[src/rtl/uart_rx_ctrl.sv]
// uart_rx_ctrl: receive-side UART controller.
// Synchronises the raw serial line, detects the start-bit falling edge,
// enables the downstream baud counter (count_sig) for the length of a frame
// and samples each bit on that counter's mid-bit bps_clk strobe. A completed
// frame is delivered with a one-cycle rx_done pulse plus error flags.
// Optional feature macro: UART_RX_PARITY_EN adds one even-parity bit between
// the data and stop bits, a PARITY state and the parity_err port.
//
// Handshake: there is no back-pressure. rx_done is a one-cycle strobe;
// frame_err/parity_err are meaningful only while rx_done is high, and rx_data
// holds the last word until the next rx_done.
module uart_rx_ctrl #(
  parameter int DATA_BITS = 8
) (
  input  logic                 clk,
  input  logic                 rst,
  input  logic                 rx,
  input  logic                 bps_clk,
  output logic                 count_sig,
  output logic [DATA_BITS-1:0] rx_data,
  output logic                 rx_done,
  output logic                 frame_err,
`ifdef UART_RX_PARITY_EN
  output logic                 parity_err,
`endif
  output logic                 busy,
  output logic [2:0]           dbg_state
);

  localparam int IDX_W = $clog2(DATA_BITS + 1);
  localparam logic [IDX_W-1:0] LAST_IDX = IDX_W'(DATA_BITS - 1);

  typedef enum logic [2:0] {
    S_IDLE   = 3'd0,
    S_START  = 3'd1,
    S_DATA   = 3'd2,
`ifdef UART_RX_PARITY_EN
    S_PARITY = 3'd3,
`endif
    S_STOP   = 3'd4
  } state_t;

  state_t               r_state;
  state_t               w_state_next;
  logic                 r_rx_s1;
  logic                 r_rx_s2;
  logic                 r_rx_s3;
  logic                 w_fall;
  logic [DATA_BITS-1:0] r_shift;
  logic [IDX_W-1:0]     r_bit_idx;
  logic                 r_count_sig;
  logic [DATA_BITS-1:0] r_rx_data;
  logic                 r_rx_done;
  logic                 r_frame_err;
`ifdef UART_RX_PARITY_EN
  logic                 r_par_calc;
  logic                 r_parity_err;
`endif

  // Two-flop synchroniser plus a history flop for edge detection; idle high.
  always_ff @(posedge clk or posedge rst) begin
    if (rst) begin
      r_rx_s1 <= 1'b1;
      r_rx_s2 <= 1'b1;
      r_rx_s3 <= 1'b1;
    end else begin
      r_rx_s1 <= rx;
      r_rx_s2 <= r_rx_s1;
      r_rx_s3 <= r_rx_s2;
    end
  end

  // A held-low line never produces another edge, so a break cannot restart.
  assign w_fall = r_rx_s3 & ~r_rx_s2;

  // State register.
  always_ff @(posedge clk or posedge rst) begin
    if (rst) r_state <= S_IDLE;
    else     r_state <= w_state_next;
  end

  // Next-state logic; edges are only looked at in IDLE, so falls while busy are ignored.
  always_comb begin
    w_state_next = r_state;
    case (r_state)
      S_IDLE: begin
        if (w_fall) w_state_next = S_START;
      end
      S_START: begin
        if (bps_clk) w_state_next = r_rx_s2 ? S_IDLE : S_DATA;
      end
      S_DATA: begin
        if (bps_clk && (r_bit_idx == LAST_IDX)) begin
`ifdef UART_RX_PARITY_EN
          w_state_next = S_PARITY;
`else
          w_state_next = S_STOP;
`endif
        end
      end
`ifdef UART_RX_PARITY_EN
      S_PARITY: begin
        if (bps_clk) w_state_next = S_STOP;
      end
`endif
      S_STOP: begin
        if (bps_clk) w_state_next = S_IDLE;
      end
      default: w_state_next = S_IDLE;
    endcase
  end

  // Frame datapath: counter enable, bit shifting and registered result strobes.
  always_ff @(posedge clk or posedge rst) begin
    if (rst) begin
      r_count_sig  <= 1'b0;
      r_shift      <= '0;
      r_bit_idx    <= '0;
      r_rx_data    <= '0;
      r_rx_done    <= 1'b0;
      r_frame_err  <= 1'b0;
`ifdef UART_RX_PARITY_EN
      r_par_calc   <= 1'b0;
      r_parity_err <= 1'b0;
`endif
    end else begin
      // Counter enable tracks "FSM will be out of IDLE", so it rises on the
      // edge that leaves IDLE and drops on the edge that returns there.
      r_count_sig <= (w_state_next != S_IDLE);
      r_rx_done   <= 1'b0;
      r_frame_err <= 1'b0;
`ifdef UART_RX_PARITY_EN
      r_parity_err <= 1'b0;
`endif
      if (bps_clk) begin
        case (r_state)
          S_START: begin
            if (!r_rx_s2) r_bit_idx <= '0;
          end
          S_DATA: begin
            // LSB arrives first; shifting in at the MSB leaves it at bit 0.
            r_shift   <= {r_rx_s2, r_shift[DATA_BITS-1:1]};
            r_bit_idx <= r_bit_idx + IDX_W'(1);
          end
`ifdef UART_RX_PARITY_EN
          S_PARITY: begin
            // Even parity: data bits XOR parity bit must be zero.
            r_par_calc <= (^r_shift) ^ r_rx_s2;
          end
`endif
          S_STOP: begin
            r_rx_data   <= r_shift;
            r_frame_err <= ~r_rx_s2;
            r_rx_done   <= 1'b1;
`ifdef UART_RX_PARITY_EN
            r_parity_err <= r_par_calc;
`endif
          end
          default: ;
        endcase
      end
    end
  end

  assign count_sig  = r_count_sig;
  assign rx_data    = r_rx_data;
  assign rx_done    = r_rx_done;
  assign frame_err  = r_frame_err;
`ifdef UART_RX_PARITY_EN
  assign parity_err = r_parity_err;
`endif
  assign busy       = (r_state != S_IDLE);
  assign dbg_state  = r_state;

endmodule

[config.mk]
export PLATFORM = sky130hd
export DESIGN_NAME = uart_rx_ctrl
export DESIGN_NICKNAME = d
export VERILOG_FILES = /design/src/rtl/uart_rx_ctrl.sv
export SDC_FILE = /design/constraint.sdc
export NUM_CORES = 1
export LEC_CHECK = 0
export BUFFER_PORTS_ARGS = -buffer_cell sky130_fd_sc_hd__buf_2
export CORE_MARGIN = 8
export CORE_UTILIZATION = 50
export CTS_BUF_LIST = sky130_fd_sc_hd__clkbuf_4 sky130_fd_sc_hd__clkbuf_8 sky130_fd_sc_hd__clkbuf_16
export DETAILED_ROUTE_END_ITERATION = 12
export HOLD_SLACK_MARGIN = 0.03
export PLACE_DENSITY = 0.83
export REMOVE_ABC_BUFFERS = 1
export SYNTH_ARGS = -nofsm -noshare
export SYNTH_HDL_FRONTEND = slang
export SYNTH_SLANG_ARGS = --single-unit
[constraint.sdc]
create_clock -name clk -period 1.6 [get_ports clk]
set_input_delay 0.32 -clock clk [delete_from_list [all_inputs] [get_ports clk]]
set_output_delay 0.32 -clock clk [all_outputs]
set_load 0.01 [all_outputs]
==> results of run 1 <==
==> state kept, by name, indices dropped and copies added, names as in the netlist <==
name       flops
rx_data        8
frame_err      1
rx_done        1
r_shift        8
r_rx_s1        1
r_bit_idx      4
r_rx_s3        1
count_sig      1
r_rx_s2        1
dbg_state      3
==> cells by family after synthesis <==
family,share of synthesized area (%)
buffers and inverters,4.14
XOR/XNOR,1.38
multiplexers,18.1
AO/OA/AOI/OAI,6.11
AND/OR/NAND/NOR,11.8
flip-flops,57.4
adder cells (fa/ha/maj),0.985
==> cell usage after synthesis (all sizes together) <==
library cell / instances
a21oi: 2
a221oi: 1
a31o: 1
and3: 1
and4b: 1
and4bb: 1
buf: 5
dfrtp: 26
dfstp: 3
ha: 1
inv: 4
mux2: 16
mux2i: 2
nand2: 1
nand3: 1
nand3b: 2
nand4b: 1
nor2b: 4
nor3: 2
nor4b: 2
o2bb2ai: 3
o32ai: 1
o41ai: 1
or3: 1
xor2: 2
==> area by class of cell <==
class	count	share of cell area (%)
Clock inverter	1	0.326
Inverter	4	0.979
Sequential cell	29	47.8
Timing Repair Buffer	31	12.4
Clock buffer	7	4.24
Tap cell	30	2.45
Multi-Input combinational cell	47	31.8
==> per-stage QoR <==
| step | area [sq um] | hold WS [ns] | total power, uW |
|---|---|---|---|
| 2_1_floorplan | 1230 | 0.324 | 1540 |
| 3_3_place_gp | 1420 | 0.343 | 1760 |
| 3_5_place_dp | 1420 | 0.350 | 1810 |
| 4_1_cts | 1520 | 0.0755 | 2360 |
| 5_1_grt | 1530 | 0.0622 | 2490 |
| 6_report | 1530 | 0.0897 | 2350 |
==> routing by layer <==
layer	global-route usage, %	part of all wire (%)	vias up	wire (um)
met4	4.80	1.3	0	33
met5	0	0	-	0
met2	19.7	47	26	1150
li1	-	-	370	-
met1	14.0	43	402	1070
met3	6.78	8.2	4	200
==> final timing paths <==
check	end	start	slack (ns)
max	busy	dbg_state[2]$_DFF_PP0_	0.02
min	r_rx_s1$_DFF_PP1_	rx	0.09
max reg2reg	r_shift[1]$_DFFE_PP0P_	dbg_state[0]$_DFF_PP0_	0.08
min reg2reg	r_rx_s2$_DFF_PP1_	r_rx_s1$_DFF_PP1_	0.36
max in group asynchronous	r_bit_idx[2]$_DFFE_PP0P_	rst	0.54
min in group asynchronous	count_sig$_DFF_PP0_	rst	0.55
==> where the power goes <==
group / total (uW) / switching (uW) / leakage, uW / internal [uW]
clock network: 506 / 252 / 0.0000413 / 254
logic: 740 / 347 / 0.000350 / 392
registers: 1100 / 150 / 0.000366 / 950
==> timing repair <==
item                       CTS  global route
gates resized for setup      3             0
hold buffers                 1             0
hold endpoints to repair     8             0
buffers inserted             2             2
setup endpoints to repair    1             1
pin swaps                    0             1
==> cells in the final DEF, fill, tap and decap left out, types with 3 or more instances in the layout <==
cell type and instances:
dfrtp_1 23, buf_2 18, buf_4 12, mux2_4 8, mux2_2 8, clkbuf_4 5
nor2b_1 4, inv_1 3, o2bb2ai_1 3, dfrtp_2 3, dfstp_2 3
==> critical path: stages, from the launching register on <==
cell     delay, ns
dfrtp_2       0.43
or3_1         0.36
buf_2         0.14
==> flow_metrics.py, run 1 <==
metrics = {
    "run_status": {
        "result_of_the_run": "finished, final reports clean",
    },
    "critical_path": {
        "worst-path-max-fanout": 3,
        "timing.critical_path.to_type": "output port",
        "setup.worst_path.start_class": "flip-flop",
        "worst-r2r-cell-count": 4,
        "cp_data_required_time_ns": 1.28,
        "timing.critical_path.arrival_ns": 1.26,
        "worst-setup-path-type": "flip-flop to output port",
    },
    "floorplanning": {
        "num_rows": 18,
        "die_height_um": 66.4,
        "initial_standard_cell_utilization_of_the_core_pct": 52.2,
        "dieWidth_um": 66.4,
        "core_region_area_sq_um": 2430,
        "fp.dieArea_sq_um": 4410,
        "io_pins": 19,
    },
    "synth": {
        "synth.cell_area_sq_um": 1270,
        "ys_ff_latch": 29,
        "synthCells": 85,
        "netlist-cell-type-count": 28,
        "yosys.area.top_type": "dfrtp_1",
        "share_of_the_yosys_chip_area_belonging_to_registers_pct": 57.4,
        "ys_warn_count": 0,
        "synth.avg_cell_area_sq_um": 14.9,
        "synth_top_cells_by_area": "dfrtp_1, mux2_4, mux2_2",
        "yosys.area.top_type_share_pct": 51.2,
    },
    "clock_tree": {
        "cts_tree": "built",
        "cts-htree-levels": 2,
        "root_buffer": "clkbuf_4",
        "cts.clk_slew.worst_paths_ns": 0.09,
        "cts.path.max_buffers": 2,
        "cts-buffers-inserted": 5,
        "clock_latency_ns": 0.32,
        "clock-sinks": 29,
    },
    "placement": {
        "numPlacedInstances": 136,
        "place_congestion": 0.846,
        "place.port_buffers": 18,
        "post_place_worst_slack_ns": 0.127,
        "detailed_place_hpwl_um": 1760,
    },
    "min_path": {
        "min_path_cells": 1,
        "timing.hold.worst.class": "input pin to flip-flop",
    },
    "routing": {
        "num_vias": 802,
        "avgRoutedWirePerCell_um": 16.4,
        "drc": 0,
        "detail_route.vias_per_cell": 5.38,
        "drt_pre_antenna_iters": 4,
        "total_length_of_routed_wires_um": 2450,
        "initialDrtViolationCount": 51,
        "ant_nets": 0,
    },
    "sta": {
        "timing.clock.skew_ns": 0.00652,
        "timing_max_transition_violations_final": 0,
        "min_period_ns": 1.58,
        "setup_ws_ns": 0.0209,
        "setup-tns-final_ns": 0,
        "min_period_over_period_pct": 98.7,
        "timing.slew.headroom_pct": 67.1,
        "grt_setup_unrepaired": "yes",
        "final-hold-violation-count": 0,
        "maxClockFrequency_mhz": 633,
        "setup_viol": 0,
        "timing_worst_slew_pin_value_ns": 0.493,
    },
    "power_and_ir_drop": {
        "power.static_leakage_uw": 0.000758,
        "vdd_drop_max_uv": 1050,
        "pwr_cell_area_nw_per_um2": 1530,
    },
    "final_layout": {
        "nFillCells": 189,
        "area_delta_synth_final_pct": 20.8,
        "antenna_diode_instance_count": 0,
        "drive_above_1_share_pct": 53.8,
        "multi_input_area_sq_um": 488,
        "number_of_nets_in_the_finished_design": 123,
        "fin_cells": 149,
        "final_core_util_pct": 63.1,
        "regArea_sq_um": 733,
    },
    "global_route": {
        "globalRouteOverflowTotal": 0,
        "antenna_found_initial": 0,
        "vias_in_the_first_global_route": 865,
        "grt_use_total_pct": 12.6,
        "grt_start_max_net_pins": 14,
        "first_pass_grt_wire_length_um": 4100,
    },
    "flow_run": {
        "drv.max_cap_violation_count": 0,
    },
}
Note: power is estimated with default switching activity, not from simulation.
==> run 2, diff against run 1 <==
--- a/config.mk
+++ b/config.mk
@@ -7,11 +7,11 @@
 export LEC_CHECK = 0
 export BUFFER_PORTS_ARGS = -buffer_cell sky130_fd_sc_hd__buf_2
 export CORE_MARGIN = 8
-export CORE_UTILIZATION = 50
+export CORE_UTILIZATION = 54
 export CTS_BUF_LIST = sky130_fd_sc_hd__clkbuf_4 sky130_fd_sc_hd__clkbuf_8 sky130_fd_sc_hd__clkbuf_16
 export DETAILED_ROUTE_END_ITERATION = 12
 export HOLD_SLACK_MARGIN = 0.03
-export PLACE_DENSITY = 0.83
+export PLACE_DENSITY = 0.88
 export REMOVE_ABC_BUFFERS = 1
 export SYNTH_ARGS = -nofsm -noshare
 export SYNTH_HDL_FRONTEND = slang
==> run 2 against run 1 <==
Flip-flop and latch count stayed put; utilization is 5.4 points higher; clock skew rose by 0.0054 ns; routed wire length is 6.8% lower; critical path depth is the same; register-to-register slack better by 0.03 ns; final cell count down 2.7%; setup slack gained 0.022 ns; non-clock buffer count decreased by 2; combinational power down 1%; sequential power is essentially flat; cell area down 1.3%; critical path type unchanged.
==> flow_metrics.py, run 2 (synthesized netlist as in run 1, its figures left out) <==
metrics = {
    "critical_path": {
        "worst-setup-path-type": "flip-flop to output port",
        "worst-r2r-cell-count": 4,
        "worst-path-max-fanout": 2,
        "cp_data_required_time_ns": 1.28,
        "timing.critical_path.arrival_ns": 1.24,
        "crit_path_cells": "or3_1 -> buf_2",
        "setup.worst_path.start_class": "flip-flop",
        "crit_path_max_incr_delay_ns": 0.41,
        "cp_slowest_cell": "dfrtp_2",
        "timing.critical_path.to_type": "output port",
    },
    "sta": {
        "timing.clock.skew_ns": 0.0119,
        "min_period_ns": 1.56,
        "timing.slew.headroom_pct": 76.5,
        "min_period_over_period_pct": 97.3,
        "timing_worst_slew_pin_value_ns": 0.352,
        "grt_setup_unrepaired": "no",
        "setup-tns-final_ns": 0,
        "setup_viol": 0,
        "final-hold-violation-count": 0,
        "maxClockFrequency_mhz": 642,
        "timing_max_transition_violations_final": 0,
    },
    "clock_tree": {
        "root_buffer": "clkbuf_4",
        "cts_tree": "built",
        "cts-htree-levels": 2,
        "clock-sinks": 29,
        "clock_latency_ns": 0.34,
        "cts-buffers-inserted": 5,
        "cts.path.max_buffers": 2,
        "cts.clk_slew.worst_paths_ns": 0.09,
    },
    "run_status": {
        "result_of_the_run": "finished, final reports clean",
    },
    "final_layout": {
        "number_of_nets_in_the_finished_design": 121,
        "area_delta_synth_final_pct": 19.2,
        "final_core_util_pct": 68.4,
        "layout.cell_area.non_filler_sq_um": 1510,
        "layout.cells.most_common": "dfrtp_1",
        "most_frequent_cells_in_the_layout": "dfrtp_1, buf_2, buf_4",
        "drive_above_1_share_pct": 53.0,
        "antenna_diode_instance_count": 0,
    },
    "routing": {
        "drc": 0,
        "total_length_of_routed_wires_um": 2280,
        "detail_route.vias_per_cell": 5.21,
        "num_vias": 755,
        "avgRoutedWirePerCell_um": 15.8,
        "drt_pre_antenna_iters": 3,
        "initialDrtViolationCount": 18,
        "ant_nets": 0,
    },
    "floorplanning": {
        "core_region_area_sq_um": 2210,
        "die_height_um": 64.5,
        "io_pins": 19,
        "initial_standard_cell_utilization_of_the_core_pct": 57.4,
        "num_rows": 17,
        "fp.dieArea_sq_um": 4160,
        "dieWidth_um": 64.5,
    },
    "placement": {
        "place_congestion": 0.865,
        "detailed_place_hpwl_um": 1580,
        "placed_cell_area_sq_um": 1420,
        "place.port_buffers": 18,
    },
    "min_path": {
        "timing.hold.worst.class": "input pin to flip-flop",
        "min_path_cells": 1,
    },
    "global_route": {
        "antenna_found_initial": 0,
        "grt_use_total_pct": 12.5,
        "first_pass_grt_wire_length_um": 3920,
        "grt_start_max_net_pins": 30,
        "vias_in_the_first_global_route": 838,
        "globalRouteOverflowTotal": 0,
    },
    "flow_run": {
        "drv.max_cap_violation_count": 0,
    },
    "power_and_ir_drop": {
        "power.static_leakage_uw": 0.000740,
        "vdd_drop_max_uv": 963,
        "pwr_cell_area_nw_per_um2": 1490,
        "finalPower_uw": 2250,
    },
}
run 2: cell types whose count changed in the layout (fill, tap and decap cells not counted), sizes merged:
cell      previous run  this run
buf                 30        28
clkbuf               7         5
clkinv               1         2
clkinvlp             0         1
run 2: cell type report:
type	instances	area [sq um]
clock buffers	5	37.5
clock inverters	3	17.5
fillers	162	698
inverters	4	15.0
multi-input cells	47	488
flip-flops and latches	29	733
well taps	28	35.0
repair buffers	29	188
run 2: final timing paths:
kind	slack, ns	from	to
worst max-delay path	0.04	dbg_state[0]$_DFF_PP0_	busy
worst min-delay path	0.08	rx	r_rx_s1$_DFF_PP1_
worst max register to register	0.11	dbg_state[2]$_DFF_PP0_	r_shift[6]$_DFFE_PP0P_
worst min register to register	0.36	r_rx_s1$_DFF_PP1_	r_rx_s2$_DFF_PP1_
max in group asynchronous	0.71	rst	r_rx_s1$_DFF_PP1_
min in group asynchronous	0.57	rst	rx_data[3]$_DFFE_PP0P_
run 2: stage by stage:
stage               std cells  setup WS, ns  hold slack [ns]
floorplan                  80        -0.109            0.324
global placement          133         0.164            0.345
finish                    145        0.0431           0.0814
global route              145      0.000668           0.0587
CTS                       144       0.00509           0.0715
detailed placement        133         0.142            0.347
run 2: critical path, delay by kind of cell, from the launching register on:
kind                   cells  cell delay [ns]
buffers and inverters      1             0.14
DFF                        1             0.41
and+or+nand+nor            1             0.35
run 2: routing by layer:
layer	wire length (um)	track usage, %
met2	987	17.5
met3	166	7.22
met4	44	6.54
met1	1090	14.9
met5	0	0
run 2: power breakdown:
group / switching, uW / internal, uW / leakage (uW)
combinational: 340 / 390 / 0.000343
sequential: 145 / 949 / 0.000366
clock: 264 / 165 / 0.0000310
run 2: timing repair:
item                       4_1_cts  5_1_grt
pin swaps                        0        1
hold endpoints to repair        10        0
setup endpoints to repair        1        1
gates resized for setup          2        1
setup buffers                    2        1
hold buffers                     1        0
